## config.mk

```make
export PLATFORM = sky130hd
export DESIGN_NAME = sdram_port_arbiter
export DESIGN_NICKNAME = d
export VERILOG_FILES = /design/src/rtl/knn_mem_pkg.sv /design/src/rtl/rr_arbiter2.sv /design/src/rtl/sdram_port_arbiter.sv
export SDC_FILE = /design/constraint.sdc
export NUM_CORES = 1
export LEC_CHECK = 0
export ABC_AREA = 0
export CORE_ASPECT_RATIO = 1.1
export CORE_MARGIN = 3
export CORE_UTILIZATION = 39
export CTS_CLUSTER_DIAMETER = 50
export DETAILED_ROUTE_END_ITERATION = 8
export GPL_TIMING_DRIVEN = 0
export PLACE_DENSITY = 0.83
export SKIP_LAST_GASP = 1
export SYNTH_ARGS = -nofsm -noshare
export SYNTH_HDL_FRONTEND = slang
export SYNTH_HIERARCHICAL = 1
export SYNTH_SLANG_ARGS = --single-unit
```

## constraint.sdc

```tcl
create_clock -name clk -period 6.1 [get_ports clk]
set_input_delay 0.915 -clock clk [delete_from_list [all_inputs] [get_ports clk]]
set_output_delay 0.915 -clock clk [all_outputs]
set_load 0.02 [all_outputs]
```

## src/rtl/knn_mem_pkg.sv

```systemverilog
// Shared definitions for the SDRAM port arbiter: FSM encoding, default widths
// and the bit positions of the two clients in request/grant vectors.
package knn_mem_pkg;

    localparam int DEF_ADDR_W = 25;
    localparam int DEF_W      = 16;

    // Bit positions of each client inside two-bit request/grant vectors
    localparam int CLIENT_RD = 0;
    localparam int CLIENT_WR = 1;

    typedef enum logic [1:0] {
        IDLE   = 2'd0,
        RD_CMD = 2'd1,
        WR_CMD = 2'd2
    } arb_state_t;

endpackage

```

## src/rtl/rr_arbiter2.sv

```systemverilog
// Two-input round-robin arbiter. 'last' is set when the previous winner was
// the write client (index 1), so a tie goes to whichever client did not win
// last time. The grant is one-hot or zero when nothing is requested.
module rr_arbiter2
    import knn_mem_pkg::*;
(
    input  logic [1:0] req,
    input  logic       last,
    output logic [1:0] gnt
);

    // Pick a single winner; on a tie prefer the client that lost last time
    always_comb begin
        gnt = 2'b00;
        if (req[CLIENT_RD] && req[CLIENT_WR]) begin
            if (last) begin
                gnt[CLIENT_RD] = 1'b1;
            end else begin
                gnt[CLIENT_WR] = 1'b1;
            end
        end else if (req[CLIENT_RD]) begin
            gnt[CLIENT_RD] = 1'b1;
        end else if (req[CLIENT_WR]) begin
            gnt[CLIENT_WR] = 1'b1;
        end
    end

endmodule

```

## src/rtl/sdram_port_arbiter.sv

```systemverilog
// Shares one Avalon-style SDRAM port between a read client and a write client.
// One command is presented at a time and held until the controller drops
// mem_waitrequest. Outstanding reads are counted so that writes never
// overtake pending reads, and read data is handed back in order.
module sdram_port_arbiter
    import knn_mem_pkg::*;
#(
    parameter int ADDR_W   = DEF_ADDR_W,
    parameter int W        = DEF_W,
    parameter int MAX_PEND = 4
) (
    input  logic              clk,
    input  logic              rst,

    input  logic              rd_req,
    input  logic [ADDR_W-1:0] rd_addr,
    output logic              rd_gnt,
    output logic [W-1:0]      rd_data,
    output logic              rd_valid,

    input  logic              wr_req,
    input  logic [ADDR_W-1:0] wr_addr,
    input  logic [W-1:0]      wr_data,
    output logic              wr_gnt,

    output logic              mem_read,
    output logic              mem_write,
    output logic [ADDR_W-1:0] mem_address,
    output logic [W-1:0]      mem_writedata,
    input  logic              mem_waitrequest,
    input  logic [W-1:0]      mem_readdata,
    input  logic              mem_readdatavalid,

    output logic              busy,
    output logic              err
);

    localparam int PEND_W = $clog2(MAX_PEND + 1);

    arb_state_t        state;
    arb_state_t        state_next;
    logic [PEND_W-1:0] pending;
    logic              last_wr;
    logic [1:0]        eligible;
    logic [1:0]        pick;
    logic              return_ok;
    logic              return_spurious;

    // A read may go out while there is room for another outstanding read;
    // a write only once every earlier read has come back, so it cannot
    // overtake data still in flight.
    always_comb begin
        eligible            = 2'b00;
        eligible[CLIENT_RD] = rd_req && (pending < PEND_W'(MAX_PEND));
        eligible[CLIENT_WR] = wr_req && (pending == '0);
    end

    rr_arbiter2 u_rr (
        .req  (eligible),
        .last (last_wr),
        .gnt  (pick)
    );

    assign return_ok       = mem_readdatavalid && (pending != '0);
    assign return_spurious = mem_readdatavalid && (pending == '0);

    // Next-state and command/grant outputs; the arbiter result matters only in IDLE
    always_comb begin
        state_next = state;
        mem_read   = 1'b0;
        mem_write  = 1'b0;
        rd_gnt     = 1'b0;
        wr_gnt     = 1'b0;
        case (state)
            IDLE: begin
                if (pick[CLIENT_RD]) begin
                    state_next = RD_CMD;
                end else if (pick[CLIENT_WR]) begin
                    state_next = WR_CMD;
                end
            end
            RD_CMD: begin
                mem_read = 1'b1;
                if (!mem_waitrequest) begin
                    rd_gnt     = 1'b1;
                    state_next = IDLE;
                end
            end
            WR_CMD: begin
                mem_write = 1'b1;
                if (!mem_waitrequest) begin
                    wr_gnt     = 1'b1;
                    state_next = IDLE;
                end
            end
            default: begin
                state_next = IDLE;
            end
        endcase
    end

    // State register
    always_ff @(posedge clk) begin
        if (!rst) begin
            state <= IDLE;
        end else begin
            state <= state_next;
        end
    end

    // Remember which client was granted last for the round-robin tie break
    always_ff @(posedge clk) begin
        if (!rst) begin
            last_wr <= 1'b0;
        end else if (rd_gnt) begin
            last_wr <= 1'b0;
        end else if (wr_gnt) begin
            last_wr <= 1'b1;
        end
    end

    // Outstanding-read counter; a return with nothing pending is flagged and sticks
    always_ff @(posedge clk) begin
        if (!rst) begin
            pending <= '0;
            err     <= 1'b0;
        end else begin
            if (return_spurious) begin
                err <= 1'b1;
            end
            case ({rd_gnt, return_ok})
                2'b10:   pending <= pending + PEND_W'(1);
                2'b01:   pending <= pending - PEND_W'(1);
                default: pending <= pending;
            endcase
        end
    end

    // Capture the winner's address (and write data) when leaving IDLE; held until accept
    always_ff @(posedge clk) begin
        if (!rst) begin
            mem_address   <= '0;
            mem_writedata <= '0;
        end else if (state == IDLE) begin
            if (pick[CLIENT_RD]) begin
                mem_address <= rd_addr;
            end else if (pick[CLIENT_WR]) begin
                mem_address   <= wr_addr;
                mem_writedata <= wr_data;
            end
        end
    end

    // Register returning read data for the read client
    always_ff @(posedge clk) begin
        if (!rst) begin
            rd_data  <= '0;
            rd_valid <= 1'b0;
        end else begin
            rd_valid <= mem_readdatavalid;
            if (mem_readdatavalid) begin
                rd_data <= mem_readdata;
            end
        end
    end

    assign busy = (state != IDLE) || (pending != '0);

endmodule
```

==> run metrics, run 1 <==
synth-to-layout area growth 63.0%; most common cell after layout, fill and taps aside clkdlybuf4s50_1; CP endpoint rd_gnt; WHS Path Cells 2; library cells used by synthesis 26; Site Rows 31; vias in the first global route 2,550; Worst Setup SP mem_waitrequest; Routed Antenna Nets 0; register area share after synthesis 45.9%; first-pass GRT wire length 11,700 um; combinational fraction of design power 48.7%; cts bufs inserted 9; relative slew slack 51.1%; #FFs+latches synth 65; H-tree depth 3; PortBufs 149; Final min period 3.18 ns; fmax 0.314 GHz; most frequent cells in the layout clkdlybuf4s50_1 (149), dfxtp_1 (65), nand2_1 (59); Resize count post-CTS 0; Mapped Cells 283; pin count of the biggest net entering global routing 11; r2r worst-path depth 7; Initial Utilization 41.6%; CP Buf/Inv Count 3; synthesized area 2840 um2; endpoints failing hold 0; CTS sink count 65; drt total wl 7650 um; Clock Latency Late Sink 0.33 ns; syn avg cell area 10.0 um2; Top FF cell, synth dfxtp_1; Worst Hold Class reg2reg; die height 95.5 um; reg-to-reg critical path endpoint mem_address[23]; crit-path max FO 4; fillers 569; Final Cell Area 4630 um2; Flop pwr share 32.7%; Die X 87.3 um; gr usage total 18.1%; Initial DRC Count 89; RSZ-0062 raised after global routing false; reg2reg start pending[0]; Via density 4.87; Most Frequent Cell on Critical Path clkdlybuf4s50_1; DP Area 4430 um2; Max clock buf depth 2; CP Cell Sequence clkdlybuf4s50_1 -> nand2b_1 -> inv_1 -> clkdlybuf4s50_1; worst-margin pin slew 0.727 ns; critical path arrival 2.27 ns; core region area 6830 um2; clk slew on worst S/H paths 0.06 ns; asr flop ratio synth 0%; CTS Hold Bufs 0; WP data required 5.18 ns; status finished, final reports clean; Clock Skew 0.00699 ns; dpl hpwl 6030 um; Post-synth EDFFs 0; Final setup viols 0; Ys Warns 6; WP depth 4; leakage power 2.05 nW; Startpoint Class input port; # diodes 0; layout cell share with drive strength beyond 1 6.70%; final core utilization 67.8%; Slew Viols, Final 0; Overflow after GRT 0; Peak VDD IR 0.000294 V; Crit path max-delay family buffers and inverters; CTS tree done; max incr delay on CP 0.61 ns; net count after synthesis 376; gp weighted congestion 0.707; clock power share 18.6%; final worst-path cycle share 52.2%; Sw Share 36.8%; MaxCap Viol Count 0; CTS root buffer clkbuf_8; total number of vias 2,582; reg-to-reg setup timing slack 3.66 ns; initial antenna violation count 0; Layout Nets 536; Internal 1.18 mW; die area 8340 um2; P_sw 0.688 mW; # IOs 152; Setup TNS 0 ns; endpoint type of the worst setup path primary output; wire length per cell 14.4 um; Post-CTS Setup Repair Bufs 0; worst-path cell with the longest stage delay clkdlybuf4s50_1; DR DRC count 0; DRT Pass-1 Iters 4; crit path kind in2out; PwrDens 404 nW/um2
## flip-flops by register name (all words and copies together) (netlist names)
register / count
err: 1
last_wr: 1
mem_address: 25
mem_writedata: 16
pending: 3
rd_data: 16
rd_valid: 1
state: 2
## cell usage after synthesis, types with 2 or more instances
cell type / number / share of area (%)
o211a_1: 26 / 9.2
mux2i_1: 42 / 15
a21oi_1: 2 / 0.35
a21boi_0: 9 / 2.4
inv_1: 4 / 0.53
xnor2_1: 2 / 0.62
dfxtp_1: 65 / 46
ha_1: 4 / 1.8
nand2_1: 59 / 7.8
a21boi_1: 11 / 2.9
buf_2: 7 / 1.2
o21ai_0: 3 / 0.53
buf_4: 5 / 1.3
clkbuf_1: 5 / 0.66
and2_1: 4 / 0.88
buf_6: 3 / 1.2
nor2b_1: 23 / 5.1
## cell families (layout without fill, tap and decap cells)
kind of cell / Yosys count / in the layout / share of synthesized area [%]
xor gates and xnor gates: 2 / 2 / 0.617
DFF: 65 / 65 / 45.9
adders and majority gates: 5 / 5 / 2.47
AOI/OAI and AO/OA: 52 / 52 / 15.6
buffers and inverters: 24 / 189 / 4.94
and+or+nand+nor: 93 / 93 / 15.7
muxes: 42 / 42 / 14.8
## power by group through the flow
stage	clock [mW]	combinational [mW]	sequential (mW)
final	0.348	0.910	0.611
after CTS	0.355	0.926	0.612
after floorplan	0	0.396	0.743
after global placement	0	0.902	0.614
after global routing	0.372	0.991	0.622
after detailed placement	0	0.918	0.619
## worst min path at each step
stage	slack, ns	endpoint	from
floorplan	0.46	state[1]	state[1]
global placement	0.44	mem_writedata[9]	mem_writedata[9]
detailed placement	0.45	mem_writedata[6]	mem_writedata[6]
CTS	0.46	mem_writedata[6]	mem_writedata[6]
global route	0.47	mem_writedata[15]	mem_writedata[15]
finish	0.45	mem_writedata[14]	mem_writedata[14]
## worst min-delay path, stage by stage (launching register included)
cell      delay (ns)
dfxtp_1         0.31
nand2_1         0.05
a21boi_1        0.05
## cell type report
class | count | area (um2) | area share, %
Timing Repair Buffer | 149 | 1490 | 32.2
Buffer | 20 | 125 | 2.70
Multi-Input combinational cell | 194 | 1400 | 30.2
Inverter | 4 | 15.0 | 0.325
Sequential cell | 65 | 1300 | 28.1
Clock buffer | 15 | 186 | 4.03
Clock inverter | 1 | 7.51 | 0.162
Tap cell | 82 | 103 | 2.22
## through the flow
| step | setup slack [ns] | hold WS, ns | std cells | total power [mW] |
|---|---|---|---|---|
| floorplan | 3.48 | 0.462 | 283 | 1.14 |
| global placement | 2.92 | 0.441 | 514 | 1.52 |
| detailed placement | 2.92 | 0.446 | 514 | 1.54 |
| CTS | 2.91 | 0.456 | 530 | 1.89 |
| global route | 2.83 | 0.473 | 530 | 1.99 |
| finish | 2.92 | 0.454 | 530 | 1.87 |
## per-layer routing
metal  up-vias  GRT usage [%]  routed length [um]  share of wire (%)
met5         -              0                   0                  0
met4         0           7.54                 148                1.9
met3        11           7.26                 844                 11
met2       120           31.6                3710                 48
met1      1172           19.1                2950                 39
li1       1279              -                   -                  -
(Power assumes the default switching activity.)
==> inputs of run 2 (changes only) <==
==> constraint.sdc (replaced) <==
create_clock -name clk -period 3 [get_ports clk]
set_input_delay 0.45 -clock clk [delete_from_list [all_inputs] [get_ports clk]]
set_output_delay 0.45 -clock clk [all_outputs]
set_load 0.02 [all_outputs]
==> results of run 2 <==
The final DEF is identical to that of run 1. Status: finished, final reports clean.
Among the figures that moved: setup slack after placement 2.92 ns -> 0.488 ns; clock-pin slew on the worst setup and hold paths 0.06 ns -> 0.07 ns; setup slack after layout 2.92 ns -> 0.558 ns; start point of the critical path mem_waitrequest -> pending[0]; end point of the critical path rd_gnt -> mem_address[23]; register-to-register setup slack 3.66 ns -> 0.56 ns; total power 1.87 mW -> 3.80 mW; worst IR drop on VDD 0.000294 V -> 0.000598 V
==> inputs of run 3 (changes only) <==
==> constraint.sdc (replaced) <==
create_clock -name clk -period 2.6 [get_ports clk]
set_input_delay 0.39 -clock clk [delete_from_list [all_inputs] [get_ports clk]]
set_output_delay 0.39 -clock clk [all_outputs]
set_load 0.02 [all_outputs]
==> run 3 against run 2 <==
Setup slack got worse by 0.21 ns. Sequential share of layout area unchanged. Global-route usage unchanged. Highest routed layer unchanged. Combinational power increased by 16%. Fmax increased by 8.3%. Non-clock buffer count unchanged. Register-to-register slack got worse by 0.21 ns. Total power increased by 15%. Cell count unchanged.
==> run metrics, run 3 (synthesis results as in run 1) <==
status finished, final reports clean (unchanged); total number of vias 2,582 (unchanged); Final setup viols 0 (unchanged); worst-path cell with the longest stage delay a21boi_1 (was a21boi_0); Layout Nets 536 (unchanged); CTS tree done (unchanged); first-pass GRT wire length 11,700 um (unchanged); max incr delay on CP 0.43 ns (was 0.60 ns); endpoint type of the worst setup path flip-flop (unchanged); PortBufs 149 (unchanged); Post-CTS Setup Repair Bufs 0 (unchanged); Initial Utilization 41.6% (unchanged); most frequent cells in the layout clkdlybuf4s50_1 (149), dfxtp_1 (65), nand2_1 (59) (unchanged); Max clock buf depth 2 (unchanged); Final min period 2.25 ns (was 2.44 ns); Overflow after GRT 0 (unchanged); Via density 4.87 (unchanged); CTS sink count 65 (unchanged); worst-margin pin slew 0.484 ns (was 0.727 ns); critical path arrival 2.47 ns (was 2.66 ns); Top reg by flops mem_address (unchanged); leakage power 2.05 nW (about the same); fmax 0.443 GHz (was 0.410 GHz); clk slew on worst S/H paths 0.07 ns (about the same); layout cell share with drive strength beyond 1 6.70% (unchanged); Site Rows 31 (unchanged); final worst-path cycle share 86.7% (was 81.4%); gr usage total 18.1% (unchanged); Initial DRC Count 90 (was 89); Clock Skew 0.00695 ns (was 0.00699 ns); wire length per cell 14.4 um (about the same); Clock Latency Late Sink 0.33 ns (about the same); endpoints failing hold 0 (unchanged); CTS root buffer clkbuf_8 (unchanged); gp weighted congestion 0.707 (unchanged); crit-path max FO 10 (unchanged); Routed Antenna Nets 0 (unchanged); pin count of the biggest net entering global routing 11 (unchanged); relative slew slack 67.7% (was 51.1%); initial antenna violation count 0 (unchanged); start point of the worst hold path rst (was mem_writedata[14]); core region area 6830 um2 (unchanged); CP Cell Sequence nor3_1 -> and2_1 -> a21boi_1 -> o21a_1 -> buf_2 -> nand2_1 -> o211a_1 (was nor3_1 -> and2_1 -> a21boi_0 -> o21a_1 -> buf_2 -> nand2_1 -> o211a_1); Worst Hold Class in2reg (was reg2reg); Worst Setup SP pending[0] (unchanged); DRT Pass-1 Iters 4 (unchanged); Die X 87.3 um (unchanged); DP Area 4430 um2 (unchanged); cts bufs inserted 9 (unchanged); DR DRC count 0 (unchanged); Final Cell Area 4630 um2 (unchanged); dpl hpwl 6030 um (unchanged); Crit path max-delay family compound AO/OA/AOI/OAI gates (unchanged); MaxCap Viol Count 0 (unchanged); # diodes 0 (unchanged); max FFs per register 25 (unchanged); hold slack 0.398 ns (was 0.454 ns); reg2reg start pending[0] (unchanged); die height 95.5 um (unchanged); RSZ-0062 raised after global routing false (unchanged); CTS Hold Bufs 0 (unchanged); fin cells 530 (unchanged); placed cells 514 (unchanged); Setup TNS 0 ns (unchanged); Startpoint Class flip-flop (unchanged); Resize count post-CTS 0 (unchanged); drt total wl 7650 um (about the same); Peak VDD IR 0.000691 V (was 0.000598 V); Setup WS pre-CTS 0.148 ns (was 0.488 ns); final worst slack 0.345 ns (was 0.558 ns); H-tree depth 3 (unchanged); Slew Viols, Final 0 (unchanged); # IOs 152 (unchanged); most common cell after layout, fill and taps aside clkdlybuf4s50_1 (unchanged); CP Buf/Inv Count 1 (unchanged); Top Registers mem_address: 25 flops, mem_writedata: 16 flops, rd_data: 16 flops (unchanged); crit path kind reg2reg (unchanged); die area 8340 um2 (unchanged); vias in the first global route 2,550 (unchanged); PwrDens 949 nW/um2 (was 822 nW/um2); synth-to-layout area growth 63.0% (unchanged); WP data required 2.82 ns (was 3.22 ns)
[run 3: per-layer routing]
layer	up-vias	part of all wire [%]	GRT usage, %
met2	118	48	31.6
li1	1279	-	-
met5	-	0	0
met4	0	1.9	7.54
met3	11	11	7.26
met1	1174	39	19.1
[run 3: where the power goes]
group	internal (mW)	switching [mW]	leakage (nW)
clock	0.452	0.365	0.0960
combinational	1.04	1.09	1.42
sequential	1.28	0.158	0.536
total	2.77	1.62	2.05
[run 3: path summary, 6_finish.rpt]
check	slack, ns	endpoint	cells past startpoint
max	0.35	mem_address[23]	7
min	0.40	mem_writedata[0]	2
max reg2reg	0.35	mem_address[23]	7
min reg2reg	0.45	mem_writedata[14]	2
[run 3: layout make-up]
class | instances | area [um2]
Fill cell | 569 | 2200
Timing Repair Buffer | 149 | 1490
Multi-Input combinational cell | 194 | 1400
Sequential cell | 65 | 1300
Clock buffer | 15 | 186
Buffer | 20 | 125
Tap cell | 82 | 103
Inverter | 4 | 15.0
Clock inverter | 1 | 7.51
[run 3: through the flow]
| step | total power [mW] | util (%) |
|---|---|---|
| floorplan | 2.67 | - |
| global placement | 3.56 | 64.9 |
| finish | 4.39 | 67.8 |
| detailed placement | 3.61 | 64.9 |
| global route | 4.66 | 67.8 |
| CTS | 4.44 | 67.8 |
